### config.mk
export PLATFORM = sky130hd
export DESIGN_NAME = error_event_logger_flat
export DESIGN_NICKNAME = d
export VERILOG_FILES = /design/src/rtl/error_event_logger_if.sv /design/src/rtl/error_event_logger.sv /design/src/flat_wrapper.sv
export SDC_FILE = /design/constraint.sdc
export NUM_CORES = 1
export LEC_CHECK = 0
export CAP_MARGIN = 40
export CORE_UTILIZATION = 50
export CTS_CLUSTER_DIAMETER = 150
export DETAILED_ROUTE_END_ITERATION = 12
export PLACE_DENSITY = 0.67
export SYNTH_ARGS = -nofsm -noshare
export SYNTH_HDL_FRONTEND = slang
export SYNTH_SLANG_ARGS = --single-unit
### constraint.sdc
create_clock -name clk_i -period 19.39 [get_ports clk_i]
set_clock_uncertainty 0.2 [all_clocks]
set_input_delay 5.817 -clock clk_i [delete_from_list [all_inputs] [get_ports clk_i]]
set_output_delay 5.817 -clock clk_i [all_outputs]
set_load 0.01 [all_outputs]
### src/rtl/error_event_logger_if.sv
// Bus between the error event logger and its environment.
//   master : error source / software side (drives error, read-pop, clear, ack)
//   slave  : error_event_logger (drives log head, counters, escalation status)
// Signals:
//   error_valid_i, error_code_i  aggregated error stream (level-held)
//   rd_valid_o, rd_code_o, rd_ts_o, rd_ready_i  show-ahead log head and pop
//   clear_i  flush log / overflow status;  ack_i  acknowledge pending error
//   count_o, overflow_o, overflow_cnt_o  log occupancy and drop status
//   esc_state_o, fault_o  escalation FSM state and sticky fault
interface error_event_logger_if #(
    parameter int unsigned DEPTH = 16,
    parameter int unsigned TS_W  = 32
);
    localparam int unsigned CntW = $clog2(DEPTH) + 1;

    logic            error_valid_i;
    logic [31:0]     error_code_i;
    logic            rd_valid_o;
    logic [31:0]     rd_code_o;
    logic [TS_W-1:0] rd_ts_o;
    logic            rd_ready_i;
    logic            clear_i;
    logic            ack_i;
    logic [CntW-1:0] count_o;
    logic            overflow_o;
    logic [15:0]     overflow_cnt_o;
    logic [1:0]      esc_state_o;
    logic            fault_o;

    modport master (
        output error_valid_i, error_code_i, rd_ready_i, clear_i, ack_i,
        input  rd_valid_o, rd_code_o, rd_ts_o, count_o, overflow_o, overflow_cnt_o,
               esc_state_o, fault_o
    );

    modport slave (
        input  error_valid_i, error_code_i, rd_ready_i, clear_i, ack_i,
        output rd_valid_o, rd_code_o, rd_ts_o, count_o, overflow_o, overflow_cnt_o,
               esc_state_o, fault_o
    );
endinterface

### src/rtl/error_event_logger.sv
// Error event logger: turns the level-held aggregated error stream into discrete
// timestamped events, stores them in a circular show-ahead log, and escalates to a
// sticky fault when software does not acknowledge within ESC_TIMEOUT cycles.
// Ports:
//   clk_i    clock
//   rst_n_i  asynchronous active-low reset
//   bus      error_event_logger_if.slave (error input, log read side, clear/ack,
//            occupancy/overflow status, escalation state and fault)
module error_event_logger #(
    parameter int unsigned DEPTH       = 16,
    parameter int unsigned TS_W        = 32,
    parameter int unsigned ESC_TIMEOUT = 1024
) (
    input logic                 clk_i,
    input logic                 rst_n_i,
    error_event_logger_if.slave bus
);
    localparam int unsigned PtrW = $clog2(DEPTH);
    localparam int unsigned CntW = PtrW + 1;
    localparam int unsigned TmrW = (ESC_TIMEOUT > 1) ? $clog2(ESC_TIMEOUT) : 1;

    typedef enum logic [1:0] {
        StIdle      = 2'd0,
        StPending   = 2'd1,
        StEscalated = 2'd2
    } esc_state_e;

    logic [TS_W-1:0] ts_q;
    logic            valid_q;
    logic [31:0]     code_q;
    logic [PtrW-1:0] wr_ptr_q;
    logic [PtrW-1:0] rd_ptr_q;
    logic [CntW-1:0] count_q;
    logic            overflow_q;
    logic [15:0]     ovf_cnt_q;
    esc_state_e      state_q;
    logic [TmrW-1:0] timer_q;
    logic            fault_q;

    logic [31:0]     mem_code [DEPTH];
    logic [TS_W-1:0] mem_ts   [DEPTH];

    logic evt;
    logic not_empty;
    logic full;
    logic pop;
    logic push;
    logic drop;

    always_comb begin
        evt       = bus.error_valid_i && (!valid_q || (bus.error_code_i != code_q));
        not_empty = (count_q != '0);
        full      = (count_q == CntW'(DEPTH));
        // clear wins over everything; a pop frees the slot a full-log push needs
        pop       = not_empty && bus.rd_ready_i && !bus.clear_i;
        push      = evt && !bus.clear_i && (!full || pop);
        drop      = evt && !bus.clear_i && full && !pop;
    end

    // Timestamp and previous-cycle error sample for edge/change detection
    always_ff @(posedge clk_i or negedge rst_n_i) begin
        if (!rst_n_i) begin
            ts_q    <= '0;
            valid_q <= 1'b0;
            code_q  <= '0;
        end else begin
            ts_q    <= ts_q + 1'b1;
            valid_q <= bus.error_valid_i;
            code_q  <= bus.error_code_i;
        end
    end

    always_ff @(posedge clk_i or negedge rst_n_i) begin
        if (!rst_n_i) begin
            wr_ptr_q   <= '0;
            rd_ptr_q   <= '0;
            count_q    <= '0;
            overflow_q <= 1'b0;
            ovf_cnt_q  <= '0;
        end else if (bus.clear_i) begin
            wr_ptr_q   <= '0;
            rd_ptr_q   <= '0;
            count_q    <= '0;
            overflow_q <= 1'b0;
            ovf_cnt_q  <= '0;
        end else begin
            if (push) wr_ptr_q <= wr_ptr_q + 1'b1;
            if (pop)  rd_ptr_q <= rd_ptr_q + 1'b1;
            if (push && !pop)      count_q <= count_q + 1'b1;
            else if (pop && !push) count_q <= count_q - 1'b1;
            if (drop) begin
                overflow_q <= 1'b1;
                if (ovf_cnt_q != 16'hFFFF) ovf_cnt_q <= ovf_cnt_q + 1'b1;
            end
        end
    end

    // Log storage needs no reset: the read side masks it while empty
    always_ff @(posedge clk_i) begin
        if (push) begin
            mem_code[wr_ptr_q] <= bus.error_code_i;
            mem_ts[wr_ptr_q]   <= ts_q;
        end
    end

    always_ff @(posedge clk_i or negedge rst_n_i) begin
        if (!rst_n_i) begin
            state_q <= StIdle;
            timer_q <= '0;
            fault_q <= 1'b0;
        end else begin
            case (state_q)
                StIdle: begin
                    if (evt) begin
                        state_q <= StPending;
                        timer_q <= '0;
                    end
                end
                StPending: begin
                    if (bus.ack_i) begin
                        state_q <= StIdle;
                    end else if (timer_q == TmrW'(ESC_TIMEOUT - 1)) begin
                        state_q <= StEscalated;
                        fault_q <= 1'b1;
                    end else begin
                        timer_q <= timer_q + 1'b1;
                    end
                end
                StEscalated: begin
                    state_q <= StEscalated;
                end
                default: begin
                    state_q <= StIdle;
                end
            endcase
        end
    end

    assign bus.rd_valid_o     = not_empty;
    assign bus.rd_code_o      = not_empty ? mem_code[rd_ptr_q] : '0;
    assign bus.rd_ts_o        = not_empty ? mem_ts[rd_ptr_q] : '0;
    assign bus.count_o        = count_q;
    assign bus.overflow_o     = overflow_q;
    assign bus.overflow_cnt_o = ovf_cnt_q;
    assign bus.esc_state_o    = state_q;
    assign bus.fault_o        = fault_q;
endmodule

### src/flat_wrapper.sv
// flat-port wrapper written by rule: the top's interface ports become plain ports
module error_event_logger_flat 
#(
    parameter int unsigned DEPTH       = 16,
    parameter int unsigned TS_W        = 32,
    parameter int unsigned ESC_TIMEOUT = 1024
)
  (clk_i, rst_n_i, bus_error_valid_i, bus_error_code_i, bus_rd_ready_i, bus_clear_i, bus_ack_i, bus_rd_valid_o, bus_rd_code_o, bus_rd_ts_o, bus_count_o, bus_overflow_o, bus_overflow_cnt_o, bus_esc_state_o, bus_fault_o);
  error_event_logger_if #(.DEPTH(DEPTH), .TS_W(TS_W)) bus_i ();
  input logic clk_i;
  input logic rst_n_i;
  input wire logic [$bits(bus_i.error_valid_i)-1:0] bus_error_valid_i;
  input wire logic [$bits(bus_i.error_code_i)-1:0] bus_error_code_i;
  input wire logic [$bits(bus_i.rd_ready_i)-1:0] bus_rd_ready_i;
  input wire logic [$bits(bus_i.clear_i)-1:0] bus_clear_i;
  input wire logic [$bits(bus_i.ack_i)-1:0] bus_ack_i;
  output wire logic [$bits(bus_i.rd_valid_o)-1:0] bus_rd_valid_o;
  output wire logic [$bits(bus_i.rd_code_o)-1:0] bus_rd_code_o;
  output wire logic [$bits(bus_i.rd_ts_o)-1:0] bus_rd_ts_o;
  output wire logic [$bits(bus_i.count_o)-1:0] bus_count_o;
  output wire logic [$bits(bus_i.overflow_o)-1:0] bus_overflow_o;
  output wire logic [$bits(bus_i.overflow_cnt_o)-1:0] bus_overflow_cnt_o;
  output wire logic [$bits(bus_i.esc_state_o)-1:0] bus_esc_state_o;
  output wire logic [$bits(bus_i.fault_o)-1:0] bus_fault_o;
  assign bus_i.error_valid_i = bus_error_valid_i;
  assign bus_i.error_code_i = bus_error_code_i;
  assign bus_i.rd_ready_i = bus_rd_ready_i;
  assign bus_i.clear_i = bus_clear_i;
  assign bus_i.ack_i = bus_ack_i;
  assign bus_rd_valid_o = bus_i.rd_valid_o;
  assign bus_rd_code_o = bus_i.rd_code_o;
  assign bus_rd_ts_o = bus_i.rd_ts_o;
  assign bus_count_o = bus_i.count_o;
  assign bus_overflow_o = bus_i.overflow_o;
  assign bus_overflow_cnt_o = bus_i.overflow_cnt_o;
  assign bus_esc_state_o = bus_i.esc_state_o;
  assign bus_fault_o = bus_i.fault_o;
  error_event_logger #(.DEPTH(DEPTH), .TS_W(TS_W), .ESC_TIMEOUT(ESC_TIMEOUT)) u_core (.clk_i(clk_i), .rst_n_i(rst_n_i), .bus(bus_i));
endmodule
==> results of run 1 <==
final cells by class:
| cell class | count | area share |
|---|---|---|
| well taps | 1155 | 0.0285 |
| repair buffers | 183 | 0.0374 |
| inverters | 8 | 0.000592 |
| flip-flops and latches | 1132 | 0.659 |
| multi-input cells | 727 | 0.198 |
| clock inverters | 53 | 0.0127 |
| clock buffers | 160 | 0.0630 |
sequential cells by signal (all words and copies together) (netlist names):
signal / count
u_core.timer_q: 10
u_core.bus.fault_o: 1
u_core.bus.overflow_cnt_o: 16
u_core.wr_ptr_q: 4
u_core.rd_ptr_q: 4
u_core.ts_q: 32
u_core.bus.count_o: 5
u_core.mem_ts: 512
u_core.valid_q: 1
u_core.bus.esc_state_o: 2
u_core.mem_code: 512
u_core.bus.overflow_o: 1
u_core.code_q: 32
cell usage in the layout (no fill, tap or decap), types with 8 or more instances in the layout:
master	netlist	routed
ha_1	12	12
xor2_1	37	37
clkinv_2	0	21
nand4_1	24	24
mux4_2	320	320
edfxtp_1	1024	1024
clkbuf_16	0	115
nor2_4	0	12
and2_1	70	70
and3_1	10	10
nand3_1	24	24
xnor2_1	39	39
clkinv_1	1	10
buf_16	0	9
clkbuf_1	62	30
o311ai_0	8	8
dfrtp_1	108	104
nand2_1	37	37
buf_4	3	45
bufinv_16	0	14
nor2_1	45	33
clkbuf_8	0	15
clkdlybuf4s50_1	0	126
or2_2	8	8
a21oi_1	12	12
worst max-delay path by stage:
stage / cells past startpoint / slack, ns / startpoint / endpoint
6_report: 7 / 8.49 / u_core.rd_ptr_q[1]$_DFFE_PN0P_ / bus_rd_ts_o[22]
5_1_grt: 7 / 8.37 / u_core.rd_ptr_q[1]$_DFFE_PN0P_ / bus_rd_ts_o[21]
4_1_cts: 7 / 8.47 / u_core.rd_ptr_q[1]$_DFFE_PN0P_ / bus_rd_ts_o[3]
3_5_place_dp: 9 / 8.42 / bus_error_code_i[11] / u_core.mem_ts[5][24]$_DFFE_PP_
3_3_place_gp: 8 / 8.49 / bus_error_code_i[11] / u_core.mem_code[13][14]$_DFFE_PP_
2_1_floorplan: 7 / 5.58 / bus_clear_i / u_core.mem_code[0][0]$_DFFE_PP_
cells by family (layout without fill, tap and decap cells):
kind of cell / count (synthesis) / count (layout) / synth area share
adder cells (fa/ha/maj): 13 / 13 / 0.00388
AND/OR/NAND/NOR: 259 / 259 / 0.0325
AO/OA/AOI/OAI: 48 / 48 / 0.00828
multiplexers: 331 / 331 / 0.167
XOR/XNOR: 76 / 76 / 0.0152
flip-flops: 1132 / 1132 / 0.763
buffers and inverters: 105 / 404 / 0.0101
through the flow:
stage | instances | setup slack (ns) | instance area [um^2] | hold slack [ns] | power, mW
2_1_floorplan | 1964 | 5.58 | 43800 | 0.303 | 3.51
3_3_place_gp | 3195 | 8.49 | 46600 | 0.257 | 3.97
3_5_place_dp | 3205 | 8.42 | 46900 | 0.256 | 4.02
4_1_cts | 3418 | 8.47 | 50800 | 0.276 | 6.23
5_1_grt | 3418 | 8.37 | 50800 | 0.300 | 6.38
6_report | 3418 | 8.49 | 50800 | 0.270 | 6.16
worst max-delay path, delay by kind of cell (launching register included):
family / cells / cell delay, ns
buffers and inverters: 4 / 1.91
muxes: 2 / 0.92
DFF: 1 / 0.86
and+or+nand+nor: 1 / 0.18
routing by layer:
layer | part of all wire | GRT usage
met1 | 0.41 | 0.310
met2 | 0.52 | 0.385
met3 | 0.057 | 0.0368
met4 | 0.020 | 0.0538
met5 | 0.00069 | 0
power by group through the flow:
stage | sequential, mW | clock, mW | combinational (mW)
2_1_floorplan | 2.75 | 0 | 0.760
3_3_place_gp | 2.78 | 0 | 1.19
3_5_place_dp | 2.78 | 0 | 1.24
4_1_cts | 2.73 | 2.26 | 1.24
5_1_grt | 2.73 | 2.35 | 1.29
6_report | 2.73 | 2.22 | 1.21
==> impl_metrics.toml, run 1 <==
[outcome]
outcome = "finished clean"

[clock_network]
ctsHoldBuffers = 0
cts-root-buf = "clkbuf_16"
cts_tree = "built"
clk_pin_slew_ns = 0.06
cts_made_buffers = 113
cts_sinks = 1132
post_cts_buffers = 0
insertion_delay_ns = 0.68
cts_resized = 0
clock_path_buffers = 3
h-tree-depth = 3

[finish]
regArea_um2 = 33500
nNetsFinal = 2216
synthToLayoutAreaGrowth_pct = 15.8
diodes = 0
multiInputGateArea_um2 = 10100
layout-drive-gt1-share = 0.262
final_util = 0.585
fillers = 6185

[logic_synthesis]
synth_ff_type = "edfxtp_1"
syn_avg_cell_area_um2 = 22.3
yosysMostFrequentCell = "edfxtp_1"
ys_ff_latch = 1132
syn-instance-count = 1964
ys_seq_area_frac = 0.763
async_flop_share = 0.0954
synth.net_count = 2015
synth_top_cell_by_area = "edfxtp_1"
synthTopCellsByArea = "edfxtp_1 (70%), mux4_2 (16%), dfrtp_1 (6.2%), and2_1 (1.0%), xnor2_1 (0.78%)"
yosysWarnings = 0
synth.distinct_cells = 52
synth_edf_count = 1024
yosysTopAreaCellShare = 0.701
synth_common_cells = "edfxtp_1 (1024), mux4_2 (320), dfrtp_1 (108), and2_1 (70), clkbuf_1 (62)"
syn_area_um2 = 43800

[placement]
io_buffers = 127
routabilityCongestion = 0.741
place_hpwl_mm = 53.6

[detailed_routing]
routed_wl_mm = 98.7
via_count = 20653
viasPerCell = 6.04
post_drt_wl_per_cell_um = 28.9
drc_errors = 0
dr.pass1.iters = 5
drt_iter0_drc = 1943
ant_nets = 0

[grt]
grt_max_degree = 149
gr-total-overflow = 0
grt_pass1_wl_mm = 146
grt_usage = 0.227
first_global_vias = 21908
antenna_found_initial = 6

[hold_path]
min_path_cells = 1
whs_endpoint = "u_core.bus.fault_o$_DFFE_PN0P_"
hp-class = "register to register"
hold_path.startpoint = "u_core.bus.fault_o$_DFFE_PN0P_"

[worst_setup_path]
timing.rr.end = "u_core.mem_ts[5][24]$_DFFE_PP_"
arrival_ns = 4.88
startpoint_type = "register"
r2r-start = "u_core.code_q[11]$_DFF_PN0_"
crit_path_end_kind = "primary output"
slowest_stage = "dfrtp_4"
path_cells = "buf_12, buf_4, buf_16, mux4_2, mux4_2, and2_1, clkdlybuf4s50_1"
reg2reg_slack_ns = 14.74
reg2reg_depth = 8
crit_path_max_fanout = 148
crit_top_cell = "mux4_2"
critPathRequiredTime_ns = 13.37
path_class = "register to primary output"
critPathMaxStageDelay_ns = 0.86

[power_and_ir_drop]
clockPowerShare = 0.361
p_switching_mw = 1.50
irDropWorstVdd_v = 0.0000874
cellPowerDensity_nw_per_um2 = 121
power_frac_seq = 0.443
leakage_nw = 16.5
internal-power_mw = 4.66
p_sw_frac = 0.244
combPwrFrac = 0.197

[die]
die_area_um2 = 88900
die_w_um = 298
fp.dieH_um = 298
coreArea_um2 = 86800
io_pins = 128
start_util = 0.505
num_rows = 108

[sta]
rsz0062_at_grt = "no"
drv_slew = 0
post-route-min-period_ns = 10.90
final.period_utilization = 0.562
fmax_ghz = 0.0917
setup_viol = 0
slew-limit-headroom = 0.268
setup-tns-final_ns = 0
hold_violations = 0
tightest_slew_ns = 1.10

[flow_run]
max-cap-violations = 0
Power figures use the tool's default switching activity.
==> run 2: changes to the inputs <==
- PLACE_DENSITY: 0.67 -> 0.69
- clock period: 19.39 -> 10 ns (I/O delays scaled with it)
==> impl_metrics.toml, run 2 (synthesized netlist as in run 1, its figures left out) <==
[power_and_ir_drop]
power_mw = 11.7
internal-power_mw = 8.77
p_sw_frac = 0.249
p_switching_mw = 2.90
power_frac_seq = 0.452
combPwrFrac = 0.196
irDropWorstVdd_v = 0.000154
clockPowerShare = 0.352
cellPowerDensity_nw_per_um2 = 231
leakage_nw = 16.4

[detailed_routing]
dr.pass1.iters = 5
viasPerCell = 5.94
ant_nets = 0
post_drt_wl_per_cell_um = 27.2
drc_errors = 0
via_count = 20218
drt_iter0_drc = 1863
routed_wl_mm = 92.8

[finish]
reg.largest.list = "u_core.mem_code (512), u_core.mem_ts (512)"
synthToLayoutAreaGrowth_pct = 15.2
layout_commonest_cell = "edfxtp_1"
layout-drive-gt1-share = 0.259
mostFrequentLayoutCells = "edfxtp_1 (1024), mux4_2 (320), clkdlybuf4s50_1 (126)"
nNetsFinal = 2207

[sta]
post-route-min-period_ns = 7.27
setup_viol = 0
tightest_slew_ns = 0.926
drv_slew = 0
slew-limit-headroom = 0.381
hold_slack_ns = 0.278
final.period_utilization = 0.727
hold_violations = 0
postLayoutSetupSlackWorst_ns = 2.73
rsz0062_at_grt = "no"
fmax_ghz = 0.137

[die]
start_util = 0.505
fp.dieH_um = 298
die_area_um2 = 88900
die_w_um = 298
num_rows = 108
coreArea_um2 = 86800
io_pins = 128

[clock_network]
h-tree-depth = 3
cts_made_buffers = 110
cts_resized = 0
cts_sinks = 1132
insertion_delay_ns = 0.69
post_cts_buffers = 0
cts_tree = "built"
clk_pin_slew_ns = 0.06
clock_path_buffers = 3
ctsHoldBuffers = 0
cts-root-buf = "clkbuf_16"

[hold_path]
min_path_cells = 1
hold_path.startpoint = "u_core.bus.fault_o$_DFFE_PN0P_"
hp-class = "register to register"

[grt]
first_global_vias = 21584
gr-total-overflow = 0
grt_max_degree = 121
grt_usage = 0.214
grt_pass1_wl_mm = 140
antenna_found_initial = 6

[worst_setup_path]
crit_path_end = "u_core.mem_code[13][24]$_DFFE_PP_"
crit_path_end_kind = "register"
crit_start = "bus_error_code_i[19]"
reg2reg_depth = 7
startpoint_type = "primary input"
path_class = "primary input to register"
timing.rr.end = "u_core.mem_code[13][24]$_DFFE_PP_"
reg2reg_slack_ns = 5.49
arrival_ns = 7.38
crit_path_max_fanout = 43
critPathRequiredTime_ns = 10.10
r2r-start = "u_core.code_q[19]$_DFF_PN0_"

[placement]
io_buffers = 127
place_hpwl_mm = 51.0
routabilityCongestion = 0.741
dp_slack_ns = 2.01

[flow_run]
max-cap-violations = 0

[outcome]
outcome = "finished clean"
[run 2: changes by cell type in the layout (fill, tap and decap cells not counted), moves of 5 or more]
| cell | previous run | this run |
|---|---|---|
| clkbuf_1 | 30 | 22 |
| clkinv_2 | 21 | 30 |
| clkbuf_8 | 15 | 6 |
| buf_12 | 2 | 10 |
| buf_16 | 9 | 4 |
| buf_4 | 45 | 34 |
| clkbuf_16 | 115 | 110 |
[run 2: critical path: stages]
cell and delay (ns):
clkdlybuf4s50_1 0.77, xor2_1 0.53, nor4_1 0.14, nand3_1 0.24, o31a_1 0.50, nand4_1 0.49, nor2_4 0.88, buf_4 0.79
[run 2: metal layers]
| metal | global-route usage | part of all wire | vias up | wire length (um) |
|---|---|---|---|---|
| met4 | 0.0648 | 0.023 | 8 | 2140 |
| met3 | 0.0407 | 0.063 | 122 | 5890 |
| met1 | 0.298 | 0.42 | 10869 | 38600 |
| met5 | 0 | 0.00050 | - | 46 |
| met2 | 0.346 | 0.50 | 647 | 46100 |
| li1 | - | - | 8572 | - |
[run 2: power groups by stage]
stage	Sequential [mW]	Combinational [mW]	Clock, mW
5_1_grt	5.29	2.47	4.38
2_1_floorplan	5.34	1.47	0
4_1_cts	5.28	2.36	4.18
6_report	5.28	2.29	4.11
3_3_place_gp	5.41	2.27	0
3_5_place_dp	5.38	2.34	0
[run 2: layout make-up]
type	instances	area, um^2
Tap cell	1155	1450
Sequential cell	1132	33500
Multi-Input combinational cell	727	10100
Clock inverter	68	719
Clock buffer	138	2920
Timing Repair Buffer	177	1850
Antenna cell	1	2.50
Fill cell	6135	36300
Inverter	8	30.0
[run 2: metrics by stage]
step | instances | utilization | instance area (um^2) | TNS [ns]
2_1_floorplan | 1964 | - | 43800 | -253.27
3_3_place_gp | 3187 | 0.537 | 46600 | 0
3_5_place_dp | 3196 | 0.540 | 46800 | 0
4_1_cts | 3402 | 0.581 | 50400 | 0
5_1_grt | 3405 | 0.582 | 50500 | 0
6_report | 3406 | 0.582 | 50500 | 0
[run 2: worst min path at each step]
stage | to | slack (ns)
5_1_grt | u_core.bus.fault_o$_DFFE_PN0P_ | 0.32
6_report | u_core.bus.fault_o$_DFFE_PN0P_ | 0.28
4_1_cts | u_core.bus.fault_o$_DFFE_PN0P_ | 0.28
3_3_place_gp | u_core.bus.fault_o$_DFFE_PN0P_ | 0.26
3_5_place_dp | u_core.bus.fault_o$_DFFE_PN0P_ | 0.26
2_1_floorplan | u_core.timer_q[9]$_DFFE_PN0P_ | 0.30
